`config.mk`:
```
export PLATFORM = sky130hd
export DESIGN_NAME = pu_riscv_if_fetch_ctrl
export DESIGN_NICKNAME = d
export VERILOG_FILES = /design/src/rtl/pu_riscv_if_fetch_ctrl.sv
export SDC_FILE = /design/constraint.sdc
export NUM_CORES = 1
export LEC_CHECK = 0
export ABC_AREA = 1
export CAP_MARGIN = 20
export CORE_AREA = 3 3 154 156
export DETAILED_ROUTE_END_ITERATION = 10
export DIE_AREA = 0 0 157 159
export HOLD_SLACK_MARGIN = 0.03
export PLACE_DENSITY_LB_ADDON = 0.15
export RECOVER_POWER = 100
export SYNTH_ARGS = -nofsm -noshare
export SYNTH_HDL_FRONTEND = slang
export SYNTH_SLANG_ARGS = --single-unit
```
`constraint.sdc`:
```
create_clock -name clk -period 6.8 [get_ports clk]
set_input_delay 1.02 -clock clk [delete_from_list [all_inputs] [get_ports clk]]
set_output_delay 1.02 -clock clk [all_outputs]
set_load 0.01 [all_outputs]
```
`src/rtl/pu_riscv_if_fetch_ctrl.sv`:
```
// Fetch sequencer: owns the fetch PC, arbitrates redirects against sequential fetch,
// issues in-order memory requests and drops stale parcels after every redirect.
module pu_riscv_if_fetch_ctrl #(
  parameter int              XLEN        = 64,
  parameter logic [XLEN-1:0] PC_INIT     = 'h200,
  parameter int              FETCH_BYTES = 4,
  parameter int              MAX_OUT     = 4
) (
  input  logic            clk,
  input  logic            rst,
  input  logic            id_stall,
  input  logic            du_flush,
  input  logic            st_flush,
  input  logic            bu_flush,
  input  logic [XLEN-1:0] du_nxt_pc,
  input  logic [XLEN-1:0] st_nxt_pc,
  input  logic [XLEN-1:0] bu_nxt_pc,
  input  logic            bp_taken,
  input  logic [XLEN-1:0] bp_target,
  output logic            mem_req,
  output logic [XLEN-1:0] mem_adr,
  input  logic            mem_ack,
  input  logic            mem_parcel_valid,
  output logic            parcel_keep,
  output logic            if_flush,
  output logic [XLEN-1:0] if_nxt_pc,
  output logic [3:0]      out_cnt
);

  localparam logic [XLEN-1:0] FB      = XLEN'(FETCH_BYTES);
  localparam logic [XLEN-1:0] FB_MASK = ~(FB - 1'b1);
  localparam logic [3:0]      MAX_CNT = 4'(MAX_OUT);

  typedef enum logic {RST_WAIT, RUN} state_t;

  state_t          state;
  logic [XLEN-1:0] pc;
  logic [3:0]      kill_cnt;
  logic            redirect;
  logic [XLEN-1:0] redirect_pc;
  logic            ack_acc;
  logic            resp_acc;
  logic [3:0]      out_cnt_next;

  always_comb begin
    redirect    = 1'b1;
    redirect_pc = pc;
    if (du_flush)                  redirect_pc = du_nxt_pc;
    else if (st_flush)             redirect_pc = st_nxt_pc;
    else if (bu_flush)             redirect_pc = bu_nxt_pc;
    else if (bp_taken && !id_stall) redirect_pc = bp_target;
    else                           redirect = 1'b0;
  end

  // A response with nothing outstanding is a protocol error and is ignored outright.
  assign resp_acc = mem_parcel_valid && (out_cnt != 4'd0);

  // A landing response frees a slot this cycle, so a full counter need not stall it.
  assign mem_req = (state == RUN) && !id_stall && !redirect &&
                   ((out_cnt < MAX_CNT) || resp_acc);

  assign ack_acc      = mem_req && mem_ack;
  assign out_cnt_next = out_cnt + {3'd0, ack_acc} - {3'd0, resp_acc};
  assign parcel_keep  = resp_acc && (kill_cnt == 4'd0) && !redirect;
  assign mem_adr      = pc;
  assign if_nxt_pc    = pc;

  always_ff @(posedge clk or posedge rst) begin
    if (rst) begin
      state    <= RST_WAIT;
      pc       <= PC_INIT;
      out_cnt  <= 4'd0;
      kill_cnt <= 4'd0;
      if_flush <= 1'b0;
    end else begin
      state    <= RUN;
      if_flush <= redirect;
      out_cnt  <= out_cnt_next;
      if (redirect) begin
        // Everything still in flight after this cycle belongs to the old stream.
        pc       <= redirect_pc;
        kill_cnt <= out_cnt_next;
      end else begin
        if (ack_acc)
          pc <= (pc & FB_MASK) + FB;
        if (resp_acc && (kill_cnt != 4'd0))
          kill_cnt <= kill_cnt - 4'd1;
      end
    end
  end

endmodule
```
==> key figures, run 1 <==
Placement
  – I/O Buffers: between 300 and 400
  – HPWL Detailed: around 29,000 µm
  – GPL Wtd Cong: 0.9143

Logic synthesis
  – Yosys top cell area share: 23.09%
  – Yosys warns: 0
  – Largest cells by area after synthesis: dfrtp_1 (23%), nand2_1 (16%), nor2_1 (10%), nand3_1 (6.9%), a21oi_1 (6.6%)
  – Mean Syn Cell Area: 5.952 µm²
  – Syn Inst Count: 1,329
  – Asr flop ratio synth: between 90% and 100%
  – Post-synth cell types: 41
  – Post-Syn Area: slightly below 0.008 mm²
  – Yosys reg bits: between 70 and 80
  – Syn Nets: between 1,500 and 2,000
  – Top_reg_cell synth: dfrtp_1
  – Yosys top cell by area: dfrtp_1
  – Post-synth EDFFs: 0
  – Post-synthesis sequential area ratio: 23.43%

Clock network
  – Clk buf depth: 2
  – CTS sink count: 74
  – CTS buffer count: 9
  – CTS Root Cell: clkbuf_16
  – Clock insertion delay at the later pin of the skew report: 350 ps
  – Clk slew on worst S/H paths: 60 ps
  – CTS tree: built
  – H-tree Lvls: 3
  – CTS resizes: 0
  – Cts hold-fix bufs: 0
  – Postcts setup bufs: 0

Routing
  – Total wire length: 36,880 µm
  – Routed wire length per instance: 19.28 µm
  – Vias per inst: 5.179
  – DRT iter0 DRCs: 778
  – Post-DRT Antenna Nets: 0
  – Length of the first detailed-routing pass in iterations: 5
  – DR vias: 9,908
  – # DRC: 0

Power
  – P_leak: 4.831 nW
  – Final Power: around 0.002 W
  – VDD IR-drop max: 0.1327 mV
  – Power per standard cell area: between 150 and 200 mW/mm²

Worst setup path
  – Critical Path Source Type: primary input
  – WP data arrival: 4130 ps
  – Critical path class: in2out
  – Critical Path RT: between 5000 and 6000 ps
  – Crit path max fanout: 64
  – Worst Setup End Kind: output port

Timing
  – Final period utilization: between 70% and 80%
  – Clk_skew: 9.475 ps
  – Final Max Slew Viols: between 60 and 70
  – Final Hold Fails: 0
  – Highest Clock Rate: about 0.19 GHz
  – Worst rel slew slack: -27.28%
  – RSZ-0062 raised after global routing: no
  – Worst-margin pin slew: 1907 ps
  – Setup tns final: 0 ps
  – Setup Viol. Count Final: 0
  – Min Tclk post-route: 5152 ps

Outcome
  – Status: complete, but fails checks
  – Failing checks: max-capacitance violations, max-slew violations

Die
  – Std-Cell Rows: 55
  – Die width: between 150 and 200 µm
  – Die Height: 159 µm
  – Core area: about 0.023 mm²
  – DIE AREA: 0.02496 mm²
  – Initial core utilization: 35.15%
  – Ports: 400

Layout
  – Area Growth Syn to Fin: 49.35%
  – Layout cells sized above 1: around 4%
  – Commonest non-fill, non-tap cells in the layout: nand2_1 (347), clkdlybuf4s50_1 (262), nor2_1 (211)
  – Final Net Count: 1,890
  – Commonest non-fill, non-tap cell in the layout: nand2_1

Job
  – Max_cap viols: 1

Global route
  – Largest net degree at the start of global routing: 83
  – Tot GR Track Use: 28.32%
  – Vias in the first global route: 9,158
  – Antenna violations before repair: 7
  – First-pass GRT wire length: 54,850 µm
  – Grt ovf: 0

Worst hold path
  – Class of the worst hold path: reg2reg
## power by group
group / internal, W / total [W] / leakage (nW) / switching (W)
clock: 0.000287 / 0.000504 / 0.138 / 0.000217
combinational: 0.000441 / 0.000858 / 3.84 / 0.000417
sequential: 0.000517 / 0.000642 / 0.855 / 0.000125
## area by class of cell
class / instances / area, µm²
antenna: 7 / 17.52
clock buffer: 9 / 225.2
clock inverter: 7 / 78.83
fill: 2328 / 10690
inverter: 84 / 315.3
multi-input combinational: 1040 / 4930
sequential: 74 / 1853
tap: 285 / 356.6
timing repair buffer: 407 / 4038
## path summary, 6_finish.rpt
| check | start | to | slack [ps] | cells past startpoint |
|---|---|---|---|---|
| max in group asynchronous | rst | if_nxt_pc[35] | 4670 | 3 |
| setup / recovery | du_flush | mem_req | 1650 | 6 |
| setup reg to reg | out_cnt[2] | if_nxt_pc[51] | 3850 | 10 |
| min in group asynchronous | rst | if_nxt_pc[60] | 1420 | 3 |
| hold / removal | if_nxt_pc[1] | if_nxt_pc[1] | 560 | 2 |
| hold reg to reg | if_nxt_pc[1] | if_nxt_pc[1] | 560 | 2 |
## flip-flops by register name (all words and copies together), names as in the netlist
register / cells
out_cnt: 4
kill_cnt: 4
if_nxt_pc: 64
if_flush: 1
state: 1
## layer usage
metal | wire length [µm] | vias up | part of all wire (%) | track usage (%)
met3 | 3175 | 33 | 8.6 | 5.654
li1 | - | 4903 | - | -
met4 | 555 | 2 | 1.5 | 7.322
met2 | 17450 | 408 | 47 | 45.34
met5 | 13 | - | 0.035 | 0
met1 | 15690 | 4562 | 43 | 39.01
## kinds of logic after synthesis
kind of cell	count (synthesis)	synth area share, %
simple gates	715	37.82
compound gates	304	21.97
flops	74	23.43
other cells	1	0.04741
buf+inv	215	14.00
fa+ha+maj	9	1.519
xor+xnor	11	1.218
## cells in the mapped netlist, types with 3 or more instances
library cell / count
nand4_1: 7
o21ai_1: 6
ha_1: 8
buf_4: 67
nor2_1: 210
nand3_1: 109
xnor2_1: 7
inv_2: 4
dfrtp_1: 73
nand2_1: 347
o211ai_1: 47
a31oi_1: 9
o21bai_1: 17
xor2_1: 4
buf_2: 21
buf_1: 8
nor3_1: 3
buf_6: 3
clkbuf_1: 32
o21a_1: 4
o21ai_0: 104
inv_1: 80
or2_2: 27
a21oi_1: 104
nor2_4: 4
a211oi_1: 5
## metrics by stage
step	hold WS, ps	instance area (µm²)	worst slack, ps	utilization (%)	cells
2_1_floorplan	506.2	7910	3667	-	1329
3_3_place_gp	541.4	11510	2330	51.16	1890
3_5_place_dp	548.9	11510	2226	51.16	1890
4_1_cts	563.7	11820	2343	52.52	1906
5_1_grt	607.6	11810	1128	52.49	1912
6_report	555.5	11810	1648	52.50	1913
## worst max-delay path, cell delays in order
cell,delay [ps]
clkbuf_1,90
inv_1,1350
nand4_4,600
nor2_1,290
and2_0,200
clkdlybuf4s50_1,550
No activity file was read; power rests on OpenSTA's default activity.
==> inputs of run 2 (changes only) <==
==> constraint.sdc (replaced) <==
create_clock -name clk -period 5 [get_ports clk]
set_input_delay 0.75 -clock clk [delete_from_list [all_inputs] [get_ports clk]]
set_output_delay 0.75 -clock clk [all_outputs]
set_load 0.01 [all_outputs]
==> run 2 against run 1 <==
The run ends with max-capacitance violations left. Die area unchanged. Final area up 0.12%. Combinational power up 36%. Flip-flop and latch count unchanged. Critical path type is now in2reg. Critical endpoint is now kill_cnt[2]. Largest power group unchanged.
==> key figures, run 2 (synthesis results as in run 1) <==
Global route
  – First-pass GRT wire length: 55,000 µm (+0.28%)
  – Vias in the first global route: 9,209 (+0.56%)
  – Grt ovf: 0 (unchanged)
  – Tot GR Track Use: 28.62% (+0.30 points)
  – Antenna violations before repair: 6 (-1)
  – Largest net degree at the start of global routing: 84 (+1.2%)

Timing
  – Worst-margin pin slew: 1498 ps (-408.8 ps)
  – Final Hold Fails: 0 (unchanged)
  – Final setup margin: 1177 ps (-471.5 ps)
  – Clk_skew: 7.851 ps (-1.623 ps)
  – Setup tns final: 0 ps (unchanged)
  – Hold Slack: 553.0 ps (-2.434 ps)
  – Highest Clock Rate: 0.2616 GHz
  – Final period utilization: 76.46%
  – RSZ-0062 raised after global routing: no
  – Final Max Slew Viols: 0 (-100%)
  – Worst rel slew slack: 0.0004890% (+27 points)
  – Min Tclk post-route: 3823 ps
  – Setup Viol. Count Final: 0 (unchanged)

Power
  – Clock Power Share: 26.1% (+1.0 points)
  – Sw Pwr: 0.001012 W (+33%)
  – Comb power frac: 42.3% (-0.5 points)
  – Power per standard cell area: 233.9 mW/mm² (+38%)
  – Final Power: 0.002766 W (+38%)
  – Net Sw Frac: 36.57% (-1.3 points)
  – P_leak: 4.855 nW (+0.49%)
  – Reg power frac: 31.6% (-0.4 points)
  – Internal cell power: 0.001755 W (+41%)
  – VDD IR-drop max: 0.1582 mV (+19%)

Layout
  – Area Growth Syn to Fin: 49.53%
  – Layout cells sized above 1: 4.067% (+0.12 points)
  – Final Net Count: 1,892 (+0.11%)
  – # fillers: 2,288 (-1.7%)
  – Commonest non-fill, non-tap cells in the layout: nand2_1 (347), clkdlybuf4s50_1 (260), nor2_1 (211)
  – FF/Latch Area: 0.001853 mm² (unchanged)
  – Multi-input gate area: 0.004915 mm² (-0.30%)
  – Commonest non-fill, non-tap cell in the layout: nand2_1
  – Max reg flops: 64 (unchanged)
  – Design area: 0.01183 mm² (+0.12%)

Worst hold path
  – Class of the worst hold path: reg2reg
  – Hold_sp: if_nxt_pc[0]

Die
  – Initial core utilization: 35.15% (unchanged)
  – Die width: 157 µm (unchanged)
  – Core area: 0.02250 mm² (unchanged)
  – Die Height: 159 µm (unchanged)
  – DIE AREA: 0.02496 mm² (unchanged)
  – Std-Cell Rows: 55 (unchanged)
  – Ports: 400 (unchanged)

Placement
  – Placed instance area: 0.01153 mm² (+0.13%)
  – HPWL Detailed: 29,740 µm (+1.7%)
  – I/O Buffers: 399 (unchanged)
  – Placement Setup Slack: 1623 ps (-602.6 ps)
  – GPL Wtd Cong: 0.9160 (+0.19%)

Clock network
  – CTS resizes: 0 (unchanged)
  – Clock insertion delay at the later pin of the skew report: 340 ps (about the same)
  – Clk buf depth: 2 (unchanged)
  – CTS Root Cell: clkbuf_16
  – Postcts setup bufs: 0 (unchanged)
  – Clk slew on worst S/H paths: 60 ps (about the same)
  – CTS sink count: 74 (unchanged)
  – Cts hold-fix bufs: 0 (unchanged)
  – CTS buffer count: 9 (unchanged)
  – CTS tree: built
  – H-tree Lvls: 3 (unchanged)

Outcome
  – Status: complete, but fails checks
  – Failing checks: max-capacitance violations

Worst setup path
  – Crit path max-delay family: buffers and inverters
  – Critical Path Source Type: primary input
  – Crit Reg-Reg Startpoint: out_cnt[2]
  – Critical Path RT: 5220 ps (-560 ps)
  – Critical Path, Cell by Cell: dlygate4sd3_1 -> inv_1 -> nand2_1 -> nand4_1 -> inv_2 -> clkbuf_2 -> o21ai_1 -> inv_1 -> a21oi_1 -> o21ai_0 -> o21ai_0
  – Crit path max fanout: 61 (-4.7%)
  – Register-to-Register Setup Slack: 2370 ps (-1480 ps)
  – WP data arrival: 4040 ps (-90 ps)
  – Highest cell delay on the worst timing path: 1030 ps (-320 ps)
  – Slowest-stage cell, CP: clkbuf_2
  – Worst Setup End Kind: flip-flop
  – Critical path class: in2reg
  – Worst Path Buf+Inv: 5 (+2)
  – Critical path origin: id_stall

Routing
  – Total wire length: 37,130 µm (+0.66%)
  – Post-DRT Antenna Nets: 0 (unchanged)
  – DR vias: 9,932 (+0.24%)
  – DRT iter0 DRCs: 783 (+0.64%)
  – Vias per inst: 5.189 (+0.19%)
  – Routed wire length per instance: 19.40 µm (+0.60%)
  – # DRC: 0 (unchanged)
  – Length of the first detailed-routing pass in iterations: 5 (unchanged)

Job
  – Max_cap viols: 1 (unchanged)
==> run 2: cell count changes in the layout (fill, tap and decap cells not counted), sizes merged <==
cell           before  now
clkbuf             10   13
diode               7    6
clkinv              3    0
clkinvlp            3    2
clkdlybuf4s50     262  260
bufinv              1    2
dlygate4sd3       134  136
buf                10   12
==> run 2: final cells by class <==
type / instances / share of cell area (%)
multi-input cells: 1040 / 41.55
repair buffers: 409 / 34.25
clock inverters: 4 / 0.6347
flip-flops and latches: 74 / 15.67
well taps: 285 / 3.015
clock buffers: 12 / 2.084
diodes: 6 / 0.1269
inverters: 84 / 2.666
==> run 2: final timing paths <==
kind | end | cells after the start
hold / removal | if_nxt_pc[0] | 2
hold reg to reg | if_nxt_pc[0] | 2
max in group asynchronous | if_nxt_pc[19] | 3
setup reg to reg | kill_cnt[1] | 14
min in group asynchronous | if_nxt_pc[60] | 2
setup / recovery | kill_cnt[2] | 11
==> run 2: worst reg2reg max path, stage by stage (launching register included) <==
cell      delay (ps)
dfrtp_1          340
inv_1             70
ha_1             200
nand2_1           60
nand2_1           90
nand2_1           90
nand3_1          240
ha_1             360
inv_1             60
ha_1             150
inv_1             50
fa_1             480
inv_1             50
o211ai_1         150
o21ai_0          120
==> run 2: power by group through the flow <==
stage | logic, W | registers [W] | clock network, W
final | 0.00117 | 0.000873 | 0.000722
after CTS | 0.00124 | 0.000879 | 0.000726
after global placement | 0.00121 | 0.000886 | 0
after global routing | 0.00130 | 0.000894 | 0.000755
after detailed placement | 0.00123 | 0.000889 | 0
after floorplan | 0.000636 | 0.000864 | 0
==> run 2: metrics by stage <==
stage | util, % | instances
after global routing | 52.56 | 1914
final | 52.56 | 1914
after global placement | 51.23 | 1892
after CTS | 52.66 | 1908
after floorplan | - | 1329
after detailed placement | 51.23 | 1892
==> run 2: layer usage <==
| layer | share of wire, % | wire length [µm] | track usage, % | vias up |
|---|---|---|---|---|
| met1 | 42 | 15630 | 37.61 | 4544 |
| met2 | 47 | 17480 | 46.17 | 435 |
| met4 | 2.3 | 836 | 8.874 | 0 |
| met3 | 8.5 | 3174 | 7.094 | 49 |
| met5 | 0 | 0 | 0 | - |
| li1 | - | - | - | 4904 |
